--- src/rtl/stump_pkg.sv ---
// Shared definitions for the Stump control path: opcodes, ALU and shift
// codes, branch condition codes, state encoding and flag bit positions.
package stump_pkg;

  typedef enum logic [2:0] {
    OP_ADD  = 3'b000,
    OP_ADC  = 3'b001,
    OP_SUB  = 3'b010,
    OP_SBC  = 3'b011,
    OP_AND  = 3'b100,
    OP_OR   = 3'b101,
    OP_LDST = 3'b110,
    OP_BCC  = 3'b111
  } opcode_e;

  localparam logic [2:0] ALU_ADD = 3'b000;
  localparam logic [2:0] ALU_ADC = 3'b001;
  localparam logic [2:0] ALU_SUB = 3'b010;
  localparam logic [2:0] ALU_SBC = 3'b011;
  localparam logic [2:0] ALU_AND = 3'b100;
  localparam logic [2:0] ALU_OR  = 3'b101;

  localparam logic [1:0] SHIFT_NONE = 2'b00;

  typedef enum logic [3:0] {
    COND_AL = 4'd0,  COND_NV = 4'd1,
    COND_HI = 4'd2,  COND_LS = 4'd3,
    COND_CC = 4'd4,  COND_CS = 4'd5,
    COND_NE = 4'd6,  COND_EQ = 4'd7,
    COND_VC = 4'd8,  COND_VS = 4'd9,
    COND_PL = 4'd10, COND_MI = 4'd11,
    COND_GE = 4'd12, COND_LT = 4'd13,
    COND_GT = 4'd14, COND_LE = 4'd15
  } cond_e;

  typedef enum logic [1:0] {
    ST_FETCH   = 2'd0,
    ST_EXECUTE = 2'd1,
    ST_MEMORY  = 2'd2
  } state_e;

  localparam int FLAG_N = 3;
  localparam int FLAG_Z = 2;
  localparam int FLAG_V = 1;
  localparam int FLAG_C = 0;

  // R7 is the program counter.
  localparam logic [2:0] REG_PC = 3'd7;

endpackage

--- src/rtl/stump_control_if.sv ---
// Control <-> datapath bundle. The control block drives the decode outputs
// and takes the instruction register and flags back from the datapath.
interface stump_control_if;
  logic [15:0] ir;
  logic [3:0]  cc;
  logic        fetch;
  logic        execute;
  logic        memory;
  logic        ext_op;
  logic        opB_mux_sel;
  logic [1:0]  shift_op;
  logic [2:0]  alu_func;
  logic        cc_en;
  logic        reg_write;
  logic [2:0]  dest;
  logic [2:0]  srcA;
  logic [2:0]  srcB;
  logic        mem_wen;
  logic        mem_ren;
  logic [15:0] instr_count;
  logic [15:0] cycle_count;

  modport master (
    input  ir, cc,
    output fetch, execute, memory, ext_op, opB_mux_sel, shift_op, alu_func,
           cc_en, reg_write, dest, srcA, srcB, mem_wen, mem_ren,
           instr_count, cycle_count
  );

  modport slave (
    output ir, cc,
    input  fetch, execute, memory, ext_op, opB_mux_sel, shift_op, alu_func,
           cc_en, reg_write, dest, srcA, srcB, mem_wen, mem_ren,
           instr_count, cycle_count
  );
endinterface

--- src/rtl/stump_cond_eval.sv ---
// Branch condition evaluator: 4-bit condition code plus NZVC flags -> taken.
module stump_cond_eval
  import stump_pkg::*;
(
  input  logic [3:0] cond,
  input  logic [3:0] cc,
  output logic       taken
);

  logic n, z, v, c;

  assign n = cc[FLAG_N];
  assign z = cc[FLAG_Z];
  assign v = cc[FLAG_V];
  assign c = cc[FLAG_C];

  // Evaluate the selected condition against the current flags.
  always_comb begin
    taken = 1'b0;
    case (cond)
      COND_AL: taken = 1'b1;
      COND_NV: taken = 1'b0;
      COND_HI: taken = ~c & ~z;
      COND_LS: taken = c | z;
      COND_CC: taken = ~c;
      COND_CS: taken = c;
      COND_NE: taken = ~z;
      COND_EQ: taken = z;
      COND_VC: taken = ~v;
      COND_VS: taken = v;
      COND_PL: taken = ~n;
      COND_MI: taken = n;
      COND_GE: taken = (n == v);
      COND_LT: taken = (n != v);
      COND_GT: taken = ~z & (n == v);
      COND_LE: taken = z | (n != v);
      default: taken = 1'b0;
    endcase
  end

endmodule

--- src/rtl/stump_control.sv ---
// Stump control block: fetch/execute/memory sequencer plus combinational
// decode of the instruction register into datapath controls.
// Optional macro STUMP_CONTROL_PERF_EN adds cycle and retired-instruction
// counters; without it both count outputs are tied to zero.
module stump_control
  import stump_pkg::*;
(
  input  logic            clk,
  input  logic            rst,
  stump_control_if.master bus
);

  state_e state;
  state_e next_state;

  logic [2:0] opcode;
  logic       imm_type;
  logic       s_bit;
  logic       is_ldst;
  logic       is_bcc;
  logic       taken;

  assign opcode   = bus.ir[15:13];
  assign imm_type = bus.ir[12];
  assign s_bit    = bus.ir[11];
  assign is_ldst  = (opcode == OP_LDST);
  assign is_bcc   = (opcode == OP_BCC);

  stump_cond_eval u_cond_eval (
    .cond  (bus.ir[11:8]),
    .cc    (bus.cc),
    .taken (taken)
  );

  // State register; reset returns to FETCH and aborts any instruction.
  always_ff @(posedge clk) begin
    if (rst) state <= ST_FETCH;
    else     state <= next_state;
  end

  // Next-state: loads and stores take an extra MEMORY cycle.
  always_comb begin
    next_state = ST_FETCH;
    case (state)
      ST_FETCH:   next_state = ST_EXECUTE;
      ST_EXECUTE: next_state = is_ldst ? ST_MEMORY : ST_FETCH;
      ST_MEMORY:  next_state = ST_FETCH;
      default:    next_state = ST_FETCH;
    endcase
  end

  // Decode outputs; everything not driven for a state stays 0.
  always_comb begin
    bus.fetch       = 1'b0;
    bus.execute     = 1'b0;
    bus.memory      = 1'b0;
    bus.ext_op      = 1'b0;
    bus.opB_mux_sel = 1'b0;
    bus.shift_op    = SHIFT_NONE;
    bus.alu_func    = ALU_ADD;
    bus.cc_en       = 1'b0;
    bus.reg_write   = 1'b0;
    bus.dest        = 3'd0;
    bus.srcA        = 3'd0;
    bus.srcB        = 3'd0;
    bus.mem_wen     = 1'b0;
    bus.mem_ren     = 1'b0;
    case (state)
      ST_FETCH: begin
        // PC increment; ir is not yet valid so nothing here looks at it.
        bus.fetch     = 1'b1;
        bus.srcA      = REG_PC;
        bus.dest      = REG_PC;
        bus.reg_write = 1'b1;
        bus.mem_ren   = 1'b1;
      end
      ST_EXECUTE: begin
        bus.execute = 1'b1;
        if (is_bcc) begin
          bus.srcA        = REG_PC;
          bus.dest        = REG_PC;
          bus.opB_mux_sel = 1'b1;
          bus.ext_op      = 1'b1;
          bus.reg_write   = taken;
        end else begin
          // LD/ST reuse the ALU path with ADD to form the effective address.
          bus.alu_func  = is_ldst ? ALU_ADD : opcode;
          bus.dest      = bus.ir[10:8];
          bus.srcA      = bus.ir[7:5];
          bus.reg_write = ~is_ldst;
          bus.cc_en     = ~is_ldst & s_bit;
          if (imm_type) begin
            bus.opB_mux_sel = 1'b1;
          end else begin
            bus.srcB     = bus.ir[4:2];
            bus.shift_op = bus.ir[1:0];
          end
        end
      end
      ST_MEMORY: begin
        bus.memory = 1'b1;
        if (s_bit) begin
          bus.srcA    = bus.ir[10:8];
          bus.mem_wen = 1'b1;
        end else begin
          bus.dest      = bus.ir[10:8];
          bus.reg_write = 1'b1;
          bus.mem_ren   = 1'b1;
        end
      end
      default: ;
    endcase
  end

`ifdef STUMP_CONTROL_PERF_EN
  logic [15:0] cycle_cnt_q;
  logic [15:0] instr_cnt_q;

  // Performance counters; an instruction retires on any return to FETCH.
  always_ff @(posedge clk) begin
    if (rst) begin
      cycle_cnt_q <= 16'd0;
      instr_cnt_q <= 16'd0;
    end else begin
      cycle_cnt_q <= cycle_cnt_q + 16'd1;
      if ((state != ST_FETCH) && (next_state == ST_FETCH))
        instr_cnt_q <= instr_cnt_q + 16'd1;
    end
  end

  assign bus.cycle_count = cycle_cnt_q;
  assign bus.instr_count = instr_cnt_q;
`else
  assign bus.cycle_count = 16'd0;
  assign bus.instr_count = 16'd0;
`endif

endmodule

--- src/flat_wrapper.sv ---
// flat-port wrapper written by rule: the top's interface ports become plain ports
module stump_control_flat import stump_pkg::*;
  (clk, rst, bus_ir, bus_cc, bus_fetch, bus_execute, bus_memory, bus_ext_op, bus_opB_mux_sel, bus_shift_op, bus_alu_func, bus_cc_en, bus_reg_write, bus_dest, bus_srcA, bus_srcB, bus_mem_wen, bus_mem_ren, bus_instr_count, bus_cycle_count);
  stump_control_if bus_i ();
  input  logic clk;
  input  logic rst;
  input wire logic [$bits(bus_i.ir)-1:0] bus_ir;
  input wire logic [$bits(bus_i.cc)-1:0] bus_cc;
  output wire logic [$bits(bus_i.fetch)-1:0] bus_fetch;
  output wire logic [$bits(bus_i.execute)-1:0] bus_execute;
  output wire logic [$bits(bus_i.memory)-1:0] bus_memory;
  output wire logic [$bits(bus_i.ext_op)-1:0] bus_ext_op;
  output wire logic [$bits(bus_i.opB_mux_sel)-1:0] bus_opB_mux_sel;
  output wire logic [$bits(bus_i.shift_op)-1:0] bus_shift_op;
  output wire logic [$bits(bus_i.alu_func)-1:0] bus_alu_func;
  output wire logic [$bits(bus_i.cc_en)-1:0] bus_cc_en;
  output wire logic [$bits(bus_i.reg_write)-1:0] bus_reg_write;
  output wire logic [$bits(bus_i.dest)-1:0] bus_dest;
  output wire logic [$bits(bus_i.srcA)-1:0] bus_srcA;
  output wire logic [$bits(bus_i.srcB)-1:0] bus_srcB;
  output wire logic [$bits(bus_i.mem_wen)-1:0] bus_mem_wen;
  output wire logic [$bits(bus_i.mem_ren)-1:0] bus_mem_ren;
  output wire logic [$bits(bus_i.instr_count)-1:0] bus_instr_count;
  output wire logic [$bits(bus_i.cycle_count)-1:0] bus_cycle_count;
  assign bus_i.ir = bus_ir;
  assign bus_i.cc = bus_cc;
  assign bus_fetch = bus_i.fetch;
  assign bus_execute = bus_i.execute;
  assign bus_memory = bus_i.memory;
  assign bus_ext_op = bus_i.ext_op;
  assign bus_opB_mux_sel = bus_i.opB_mux_sel;
  assign bus_shift_op = bus_i.shift_op;
  assign bus_alu_func = bus_i.alu_func;
  assign bus_cc_en = bus_i.cc_en;
  assign bus_reg_write = bus_i.reg_write;
  assign bus_dest = bus_i.dest;
  assign bus_srcA = bus_i.srcA;
  assign bus_srcB = bus_i.srcB;
  assign bus_mem_wen = bus_i.mem_wen;
  assign bus_mem_ren = bus_i.mem_ren;
  assign bus_instr_count = bus_i.instr_count;
  assign bus_cycle_count = bus_i.cycle_count;
  stump_control u_core (.clk(clk), .rst(rst), .bus(bus_i));
endmodule
--- config.mk ---
export PLATFORM = sky130hd
export DESIGN_NAME = stump_control_flat
export DESIGN_NICKNAME = d
export VERILOG_FILES = /design/src/rtl/stump_pkg.sv /design/src/rtl/stump_control_if.sv /design/src/rtl/stump_cond_eval.sv /design/src/rtl/stump_control.sv /design/src/flat_wrapper.sv
export SDC_FILE = /design/constraint.sdc
export NUM_CORES = 1
export LEC_CHECK = 0
export CORE_MARGIN = 1.5
export CORE_UTILIZATION = 28
export DETAILED_ROUTE_END_ITERATION = 8
export PLACE_DENSITY = 0.86
export REMOVE_ABC_BUFFERS = 1
export SYNTH_ARGS = -nofsm -noshare
export SYNTH_HDL_FRONTEND = slang
export SYNTH_SLANG_ARGS = --single-unit
--- constraint.sdc ---
create_clock -name clk -period 3.6 [get_ports clk]
set_input_delay 1.08 -clock clk [delete_from_list [all_inputs] [get_ports clk]]
set_output_delay 1.08 -clock clk [all_outputs]
set_load 0.005 [all_outputs]
# --- Word level (Yosys, flattened, before mapping) ---
# Index checks and enable logic that the tools add are counted.
word_totals:
  reg_bits: 2
  wordCells: 68
classes:
  eq_ne: 21
  muxes: 34
  n_bitwise: 10
  n_reduce_logical: 2
op_table:
  columns: ["op", "count"]
  rows:
  - ["$eq A4 B4 Y1 const B", 8]
  - ["$mux W3", 10]
  - ["$pmux W3 S3", 2]
  - ["$eq A4 B3 Y1 const B", 4]
  - ["$pmux W1 S16", 1]
  - ["$mux W1", 14]
  - ["$eq A4 B2 Y1 const B", 2]
  - ["$mux W2", 4]
  - ["$eq A3 B3 Y1 const B", 2]
  - ["$not A1 Y1", 5]
  - ["$eq A4 B1 Y1 const B", 1]
  - ["$logic_not A4 Y1", 1]
  - ["$pmux W2 S2", 1]
  - ["$and A1 B1 Y1", 3]
  - ["$pmux W1 S3", 1]
  - ["$eq A2 B1 Y1 const B", 1]
  - ["$eq A2 B2 Y1 const B", 1]
  - ["$logic_not A2 Y1", 1]
  - ["$or A1 B1 Y1", 2]
  - ["$pmux W1 S2", 1]
  - ["$eq A1 B1 Y1", 1]
  - ["$ne A1 B1 Y1", 1]

# --- Logic depth before layout (Yosys ltp) ---
# Gate-level depths: netlist of run 1.
depth:
  ltp_word: 5
  depth_mapped: 6
  ltp_nobuf: 5

# --- By module ---
# Synthesis of run 1 repeated with hierarchy kept, for this count alone.
hier_totals:
  hier_cells: 102
  area_unflattened_um2: 728.2
modules_own_cells:
  columns: ["module", "n_inst", "cells_per_inst", "area_per_inst_um2", "seq_area_each_um2"]
  rows:
  - ["stump_control", 1, 76, 533.0, 40.0]
  - ["stump_cond_eval", 1, 26, 195.2, 0.0]

# --- Worst setup path before layout of run 1 ---
# Ideal clock, no wire load.
synth_timing:
  kind: "input to output"
  startpoint: "in bus_cc[0]"
  endpoint: "out bus_reg_write"
  t_arrival_ps: 1996
  t_required_ps: 2520
  slack_ps: 524
  cell_stages: 5
  n_path_buf: 0
  path_cell_list: "or2_2 > a221oi_2 > a31oi_1 > xor2_1 > a21oi_1"
synth_between:
  elab_chain_len: 5
synth_rtl:
  columns: ["element", "line", "source"]
  rows:
  - ["from (decl)", "flat_wrapper.sv:8", "input wire logic [$bits(bus_i.cc)-1:0] bus_cc;"]
  - ["$not A1 Y1", "stump_cond_eval.sv:23, stump_cond_eval.sv:25", null]
  - ["$and A1 B1 Y1", "stump_cond_eval.sv:23", "COND_HI: taken = ~c & ~z;"]
  - ["$pmux W1 S16 *", "stump_cond_eval.sv:20", "case (cond)"]
  - ["$mux W1 *", "stump_control.sv:79", "if (is_bcc) begin"]
  - ["$pmux W1 S3 *", "stump_control.sv:68", "case (state)"]
  - ["to (decl)", "flat_wrapper.sv:17", "output wire logic [$bits(bus_i.reg_write)-1:0] bus_reg_write;"]
# Mark *: on every way between the ends. The rest lies on a longest branch, timed or not.

# --- Worst setup path in the final report of run 1 ---
layout_timing:
  startpoint: "in bus_ir[12]"
  endpoint: "out bus_srcB[2]"
layout_between:
  elab_chain_len: 3
layout_rtl:
  columns: ["element", "line", "source"]
  rows:
  - ["from (decl)", "flat_wrapper.sv:7", "input wire logic [$bits(bus_i.ir)-1:0] bus_ir;"]
  - ["$mux W3", "stump_control.sv:92", "if (imm_type) begin"]
  - ["$mux W3", "stump_control.sv:79", null]
  - ["$mux W3", "stump_control.sv:68", null]
  - ["to (decl)", "flat_wrapper.sv:20", "output wire logic [$bits(bus_i.srcB)-1:0] bus_srcB;"]
# No other way between the ends.

==> impl_metrics.py, run 1 <==
metrics = {
    "pwr": {
        "ir_drop_mv": 0.115,
        "total_power_mw": 0.176,
        "p_per_area_nw_per_um2": 163,
        "leakage_nw": 0.508,
    },
    "timing": {
        "holdWs_ns": 0.685,
        "fmax_mhz": 284,
        "layout_worst_path_cycle_share_pct": 97.8,
        "hold_violations": 0,
        "clock_skew_ns": 0.000227,
        "setup_slack_ns": 0.0795,
        "period_needed_ns": 3.52,
        "slew_violations": 0,
        "setup_violations": 0,
        "setup_tns_ns": 0,
        "rsz0062_at_grt": "no",
    },
    "clocking": {
        "cts-root-buf": "clkbuf_4",
        "post-cts-setup-buffer-count": 0,
        "tritoncts": "built",
        "clkLatencyLatePin_ns": 0.22,
        "numCtsBuffers": 3,
        "cts_max_level": 1,
        "clk_pin_slew_ns": 0.03,
        "clk_path_buf_depth": 2,
        "clkSinkCount": 2,
    },
    "drt": {
        "route.detailed.drc": 0,
        "vias": 709,
        "vias_per_cell": 4.12,
        "wl_per_cell_um": 10.2,
        "first_iter_violations": 7,
        "drtAntennaViolNets": 0,
        "drt-pass1-iter-count": 4,
        "drt-total-wl_um": 1760,
    },
    "critical_path": {
        "crit_path_end_kind": "primary output",
        "crit_type": "in -> out",
        "reg2reg_depth": 2,
        "cp_max_fo": 5,
        "path_cells": "clkdlybuf4s50_1, nor3_2, buf_4, and2_1, clkdlybuf4s50_1",
        "cpPeakStageDelay_ns": 0.49,
        "slowest_stage": "clkdlybuf4s50_1",
        "cp.arrival_ns": 2.44,
        "r2r_start": "u_core.state[0]$_SDFF_PP0_",
        "startpoint_type": "primary input",
        "worstReg2RegEnd": "u_core.state[1]$_SDFF_PP0_",
        "required_ns": 2.52,
        "cpMostUsedCell": "clkdlybuf4s50_1",
        "r2r_slack_ns": 2.41,
    },
    "finish": {
        "utilization_pct": 52.8,
        "final_cell_count_no_fill": 172,
        "area_delta_synth_final_pct": 72.4,
        "reg_top3": "u_core.state: 2 flops",
        "drive_gt1_share_pct": 17.2,
        "n_antenna_cell": 0,
        "largest_reg_flops": 2,
        "fin_nets": 169,
        "regMostFlops": "u_core.state",
        "final_area_um2": 1080,
    },
    "synthesis": {
        "synth_cell_types": 28,
        "ys_seq_area_share_pct": 6.40,
        "ys_top_cells_by_area": "buf_4, dfxtp_1, and2_1, nor2_1, a22oi_1",
        "synthArstFlopShare_pct": 0,
        "synth_edf_count": 0,
        "synth_flop_cell": "dfxtp_1",
        "synth_top_area_share_pct": 38.4,
        "yosysTopAreaCell": "buf_4",
        "syn_inst": 91,
        "synth_area_um2": 626,
        "avgSynthCellArea_um2": 6.87,
        "yosysWarnings": 0,
        "ys_ff_latch": 2,
    },
    "placed_design": {
        "port_buffers": 44,
        "dpl_cell_area_um2": 1040,
        "dpl_worst_slack_ns": -0.529,
        "place_congestion": 0.717,
        "place_inst": 169,
        "hpwl_um": 1480,
    },
    "floorplan": {
        "core_um2": 2040,
        "die_h_um": 50.3,
        "rows": 16,
        "start_util_pct": 30.6,
        "io_pins": 77,
        "die_x_um": 50.3,
        "dieArea_um2": 2530,
    },
    "global_routing": {
        "grt_pass1_wl_um": 2770,
        "antenna_found_initial": 0,
        "grt_overflow": 0,
        "grt_max_degree": 15,
        "grt_pass1_vias": 663,
        "track_usage_pct": 14.0,
    },
    "worst_hold_path": {
        "hp-class": "reg -> reg",
        "min_path_cells": 1,
        "min_from": "u_core.state[0]$_SDFF_PP0_",
        "hold_end": "u_core.state[0]$_SDFF_PP0_",
    },
    "run": {
        "maxCapViolations": 0,
    },
    "outcome": {
        "status": "finished, final reports clean",
    },
}
[cell type report]
cell class	count	area [µm²]
Clock buffer	3	22.5
Fill cell	219	963
Inverter	1	3.75
Multi-Input combinational cell	84	465
Sequential cell	2	40.0
Tap cell	27	33.8
Timing Repair Buffer	55	513
[cell usage after synthesis (2+ instances only)]
cell type and instances:
a21oi_1 3, nor2_1 9, nor3_1 2, o21bai_1 3, nand2_1 5, o21a_1 3
buf_4 32, xor2_1 2, dfxtp_1 2, and3_1 3, and2_1 6, nor3b_1 2
a22oi_1 4
[metal layers]
metal / up-vias / wire length [µm] / global-route usage (%)
li1: 350 / - / -
met1: 307 / 639 / 14.6
met2: 48 / 940 / 25.9
met3: 4 / 158 / 3.57
met4: 0 / 20 / 6.48
met5: - / 0 / 0
[how the worst max path moves through the flow]
stage | endpoint | slack (ns) | startpoint
after floorplan | bus_reg_write | 0.52 | bus_cc[0]
after global placement | bus_reg_write | -0.51 | bus_ir[9]
after detailed placement | bus_reg_write | -0.53 | bus_ir[9]
after CTS | bus_reg_write | 0.02 | bus_cc[0]
after global routing | bus_srcB[2] | 0.01 | bus_ir[12]
final | bus_srcB[2] | 0.08 | bus_ir[12]
[cell usage in the layout, fill, tap and decap left out, types with 2 or more instances in the layout]
| master | Yosys | final |
|---|---|---|
| o21a_1 | 3 | 3 |
| dlymetal6s2s_1 | 0 | 2 |
| dlygate4sd2_1 | 0 | 8 |
| buf_4 | 32 | 11 |
| xor2_1 | 2 | 2 |
| nor3b_1 | 2 | 2 |
| clkbuf_4 | 1 | 3 |
| and3_1 | 3 | 2 |
| clkdlybuf4s50_1 | 0 | 33 |
| o21bai_1 | 3 | 3 |
| dfxtp_1 | 2 | 2 |
| and2_1 | 6 | 6 |
| nand2_1 | 5 | 5 |
| a22oi_1 | 4 | 4 |
| a21oi_2 | 0 | 2 |
| conb_1 | 1 | 32 |
| nor2_1 | 9 | 9 |
[power by group]
part	internal [mW]	leakage, nW	switching, mW
registers	0.0234	0.0165	0.00347
logic	0.0594	0.477	0.0397
clock network	0.0368	0.0138	0.0130
[timing repair]
| action | 4_1_cts | 5_1_grt |
|---|---|---|
| resized for setup | 18 | 3 |
| hold buffers | 0 | 0 |
| setup endpoints to repair | 14 | 6 |
| endpoints found under the hold margin | 0 | 0 |
| pin swaps | 4 | 2 |
[worst max-delay path, delay by kind of cell]
family        cells  cell delay, ns
buf+inv           3            1.06
simple gates      2            0.30
[logic make-up after synthesis]
group                  Yosys count  synth area share, %
flip-flops                       2                 6.40
multiplexers                     1                 2.40
XOR/XNOR                         2                 2.80
AND/OR/NAND/NOR                 33                 27.6
AO/OA/AOI/OAI                   16                 18.6
buffers and inverters           36                 41.6
other                            1                0.599
Power figures use the tool's default switching activity.
==> run 2, diff against run 1 <==
--- a/config.mk
+++ b/config.mk
@@ -6,10 +6,12 @@
 export NUM_CORES = 1
 export LEC_CHECK = 0
 export CORE_MARGIN = 1.5
-export CORE_UTILIZATION = 28
+export CORE_UTILIZATION = 29
+export CTS_BUF_LIST = sky130_fd_sc_hd__clkbuf_8
 export DETAILED_ROUTE_END_ITERATION = 8
-export PLACE_DENSITY = 0.86
+export PLACE_DENSITY = 0.88
 export REMOVE_ABC_BUFFERS = 1
+export SETUP_SLACK_MARGIN = 0.05
 export SYNTH_ARGS = -nofsm -noshare
 export SYNTH_HDL_FRONTEND = slang
 export SYNTH_SLANG_ARGS = --single-unit
==> run 2 against run 1 <==
Against the previous run:
- non-clock buffer count shrank 2
- register-to-register slack lost 0.02 ns
- critical endpoint is now bus_dest[1]
- critical path depth unchanged
- sequential cell count did not move
- highest routed layer unchanged
- final cell count fell by 1.2%
==> impl_metrics.py, run 2 (synthesis results as in run 1) <==
metrics = {
    "outcome": {
        "status": "finished, final reports clean",
    },
    "floorplan": {
        "start_util_pct": 31.3,
        "io_pins": 77,
        "die_x_um": 49.4,
        "dieArea_um2": 2440,
        "die_h_um": 49.4,
        "core_um2": 2000,
        "rows": 16,
    },
    "finish": {
        "fin_nets": 167,
        "area_delta_synth_final_pct": 74.0,
        "drive_gt1_share_pct": 17.5,
        "final_common_cell": "conb_1",
        "n_antenna_cell": 0,
        "final_cell_count_no_fill": 170,
        "reg_top3": "u_core.state: 2 flops",
        "regMostFlops": "u_core.state",
        "largest_reg_flops": 2,
        "layout_common_cells": "conb_1, clkdlybuf4s50_1, nor2_1, dlygate4sd2_1, buf_4",
        "final_area_um2": 1090,
    },
    "placed_design": {
        "place_inst": 167,
        "hpwl_um": 1420,
        "dpl_cell_area_um2": 1030,
        "place_congestion": 0.711,
        "dpl_worst_slack_ns": -0.501,
        "port_buffers": 44,
    },
    "worst_hold_path": {
        "hp-class": "reg -> reg",
        "min_from": "u_core.state[0]$_SDFF_PP0_",
    },
    "critical_path": {
        "cp-startpoint": "bus_ir[11]",
        "required_ns": 2.52,
        "crit_type": "in -> out",
        "cp_max_fo": 6,
        "crit_path_end_kind": "primary output",
        "r2r_start": "u_core.state[0]$_SDFF_PP0_",
        "cp.arrival_ns": 2.39,
        "r2r_slack_ns": 2.39,
        "startpoint_type": "primary input",
    },
    "run": {
        "maxCapViolations": 0,
    },
    "timing": {
        "period_needed_ns": 3.47,
        "layout_worst_path_cycle_share_pct": 96.3,
        "hold_violations": 0,
        "rsz0062_at_grt": "yes",
        "holdWs_ns": 0.695,
        "fmax_mhz": 288,
        "slew_violations": 0,
        "setup_tns_ns": 0,
        "setup_violations": 0,
        "setup_slack_ns": 0.132,
        "clock_skew_ns": 0.000924,
    },
    "clocking": {
        "hold_buffers": 0,
        "clkSinkCount": 2,
        "clk_path_buf_depth": 2,
        "cts-root-buf": "clkbuf_8",
        "tritoncts": "built",
        "clkLatencyLatePin_ns": 0.21,
        "clk_pin_slew_ns": 0.03,
        "cts_max_level": 1,
        "numCtsBuffers": 3,
    },
    "global_routing": {
        "grt_overflow": 0,
        "grt_pass1_wl_um": 2730,
        "track_usage_pct": 13.9,
        "grt_max_degree": 15,
        "antenna_found_initial": 0,
        "grt_pass1_vias": 608,
    },
    "drt": {
        "first_iter_violations": 15,
        "drtAntennaViolNets": 0,
        "vias_per_cell": 4.21,
        "route.detailed.drc": 0,
        "wl_per_cell_um": 10.6,
        "drt-total-wl_um": 1800,
        "drt-pass1-iter-count": 4,
        "vias": 715,
    },
    "pwr": {
        "ir_drop_mv": 0.290,
        "p_per_area_nw_per_um2": 195,
        "leakage_nw": 0.535,
    },
}
## run 2: cell types whose count changed in the layout (fill, tap and decap cells not counted), sizes merged
cell / delta
clkdlybuf4s15: +1
dlymetal6s2s: +1
clkdlybuf4s50: -3
clkbuf: +1
buf: -2
## run 2: area by class of cell
class	instances	area [µm²]
sequential	2	40.0
timing repair buffer	53	499
multi-input combinational	84	470
clock buffer	3	41.3
tap	27	33.8
inverter	1	3.75
fill	207	913
## run 2: critical path, stage by stage
cell and delay (ns):
dlygate4sd2_1 0.30, buf_4 0.19, o21ai_2 0.17, o21a_1 0.15, clkdlybuf4s50_1 0.49
## run 2: final timing paths
path | to | depth (start not counted)
worst min register to register | u_core.state[0]$_SDFF_PP0_ | 1
worst max register to register | u_core.state[1]$_SDFF_PP0_ | 2
worst min-delay path | u_core.state[0]$_SDFF_PP0_ | 1
worst max-delay path | bus_dest[1] | 5
## run 2: report_power, final
group	internal [mW]	total, mW	leakage, nW	switching (mW)
sequential	0.0234	0.0269	0.0165	0.00349
combinational	0.0577	0.0983	0.497	0.0406
clock	0.0706	0.0871	0.0216	0.0165
## run 2: layer usage
metal | global-route usage, % | vias up | share of wire (%)
li1 | - | 346 | -
met1 | 15.5 | 310 | 39
met2 | 25.0 | 57 | 49
met3 | 5.52 | 2 | 11
met4 | 2.78 | 0 | 1.1
met5 | 0 | - | 0
## run 2: timing repair
item	CTS	global route
gates resized for setup	19	10
setup buffers	0	0
endpoints found under the setup margin	17	11
pin swaps	3	2
## run 2: per-stage QoR
stage / utilization, % / power [mW]
after floorplan: - / 0.0601
after global placement: 51.3 / 0.124
after detailed placement: 51.3 / 0.125
after CTS: 53.3 / 0.214
after global routing: 54.4 / 0.227
final: 54.4 / 0.212
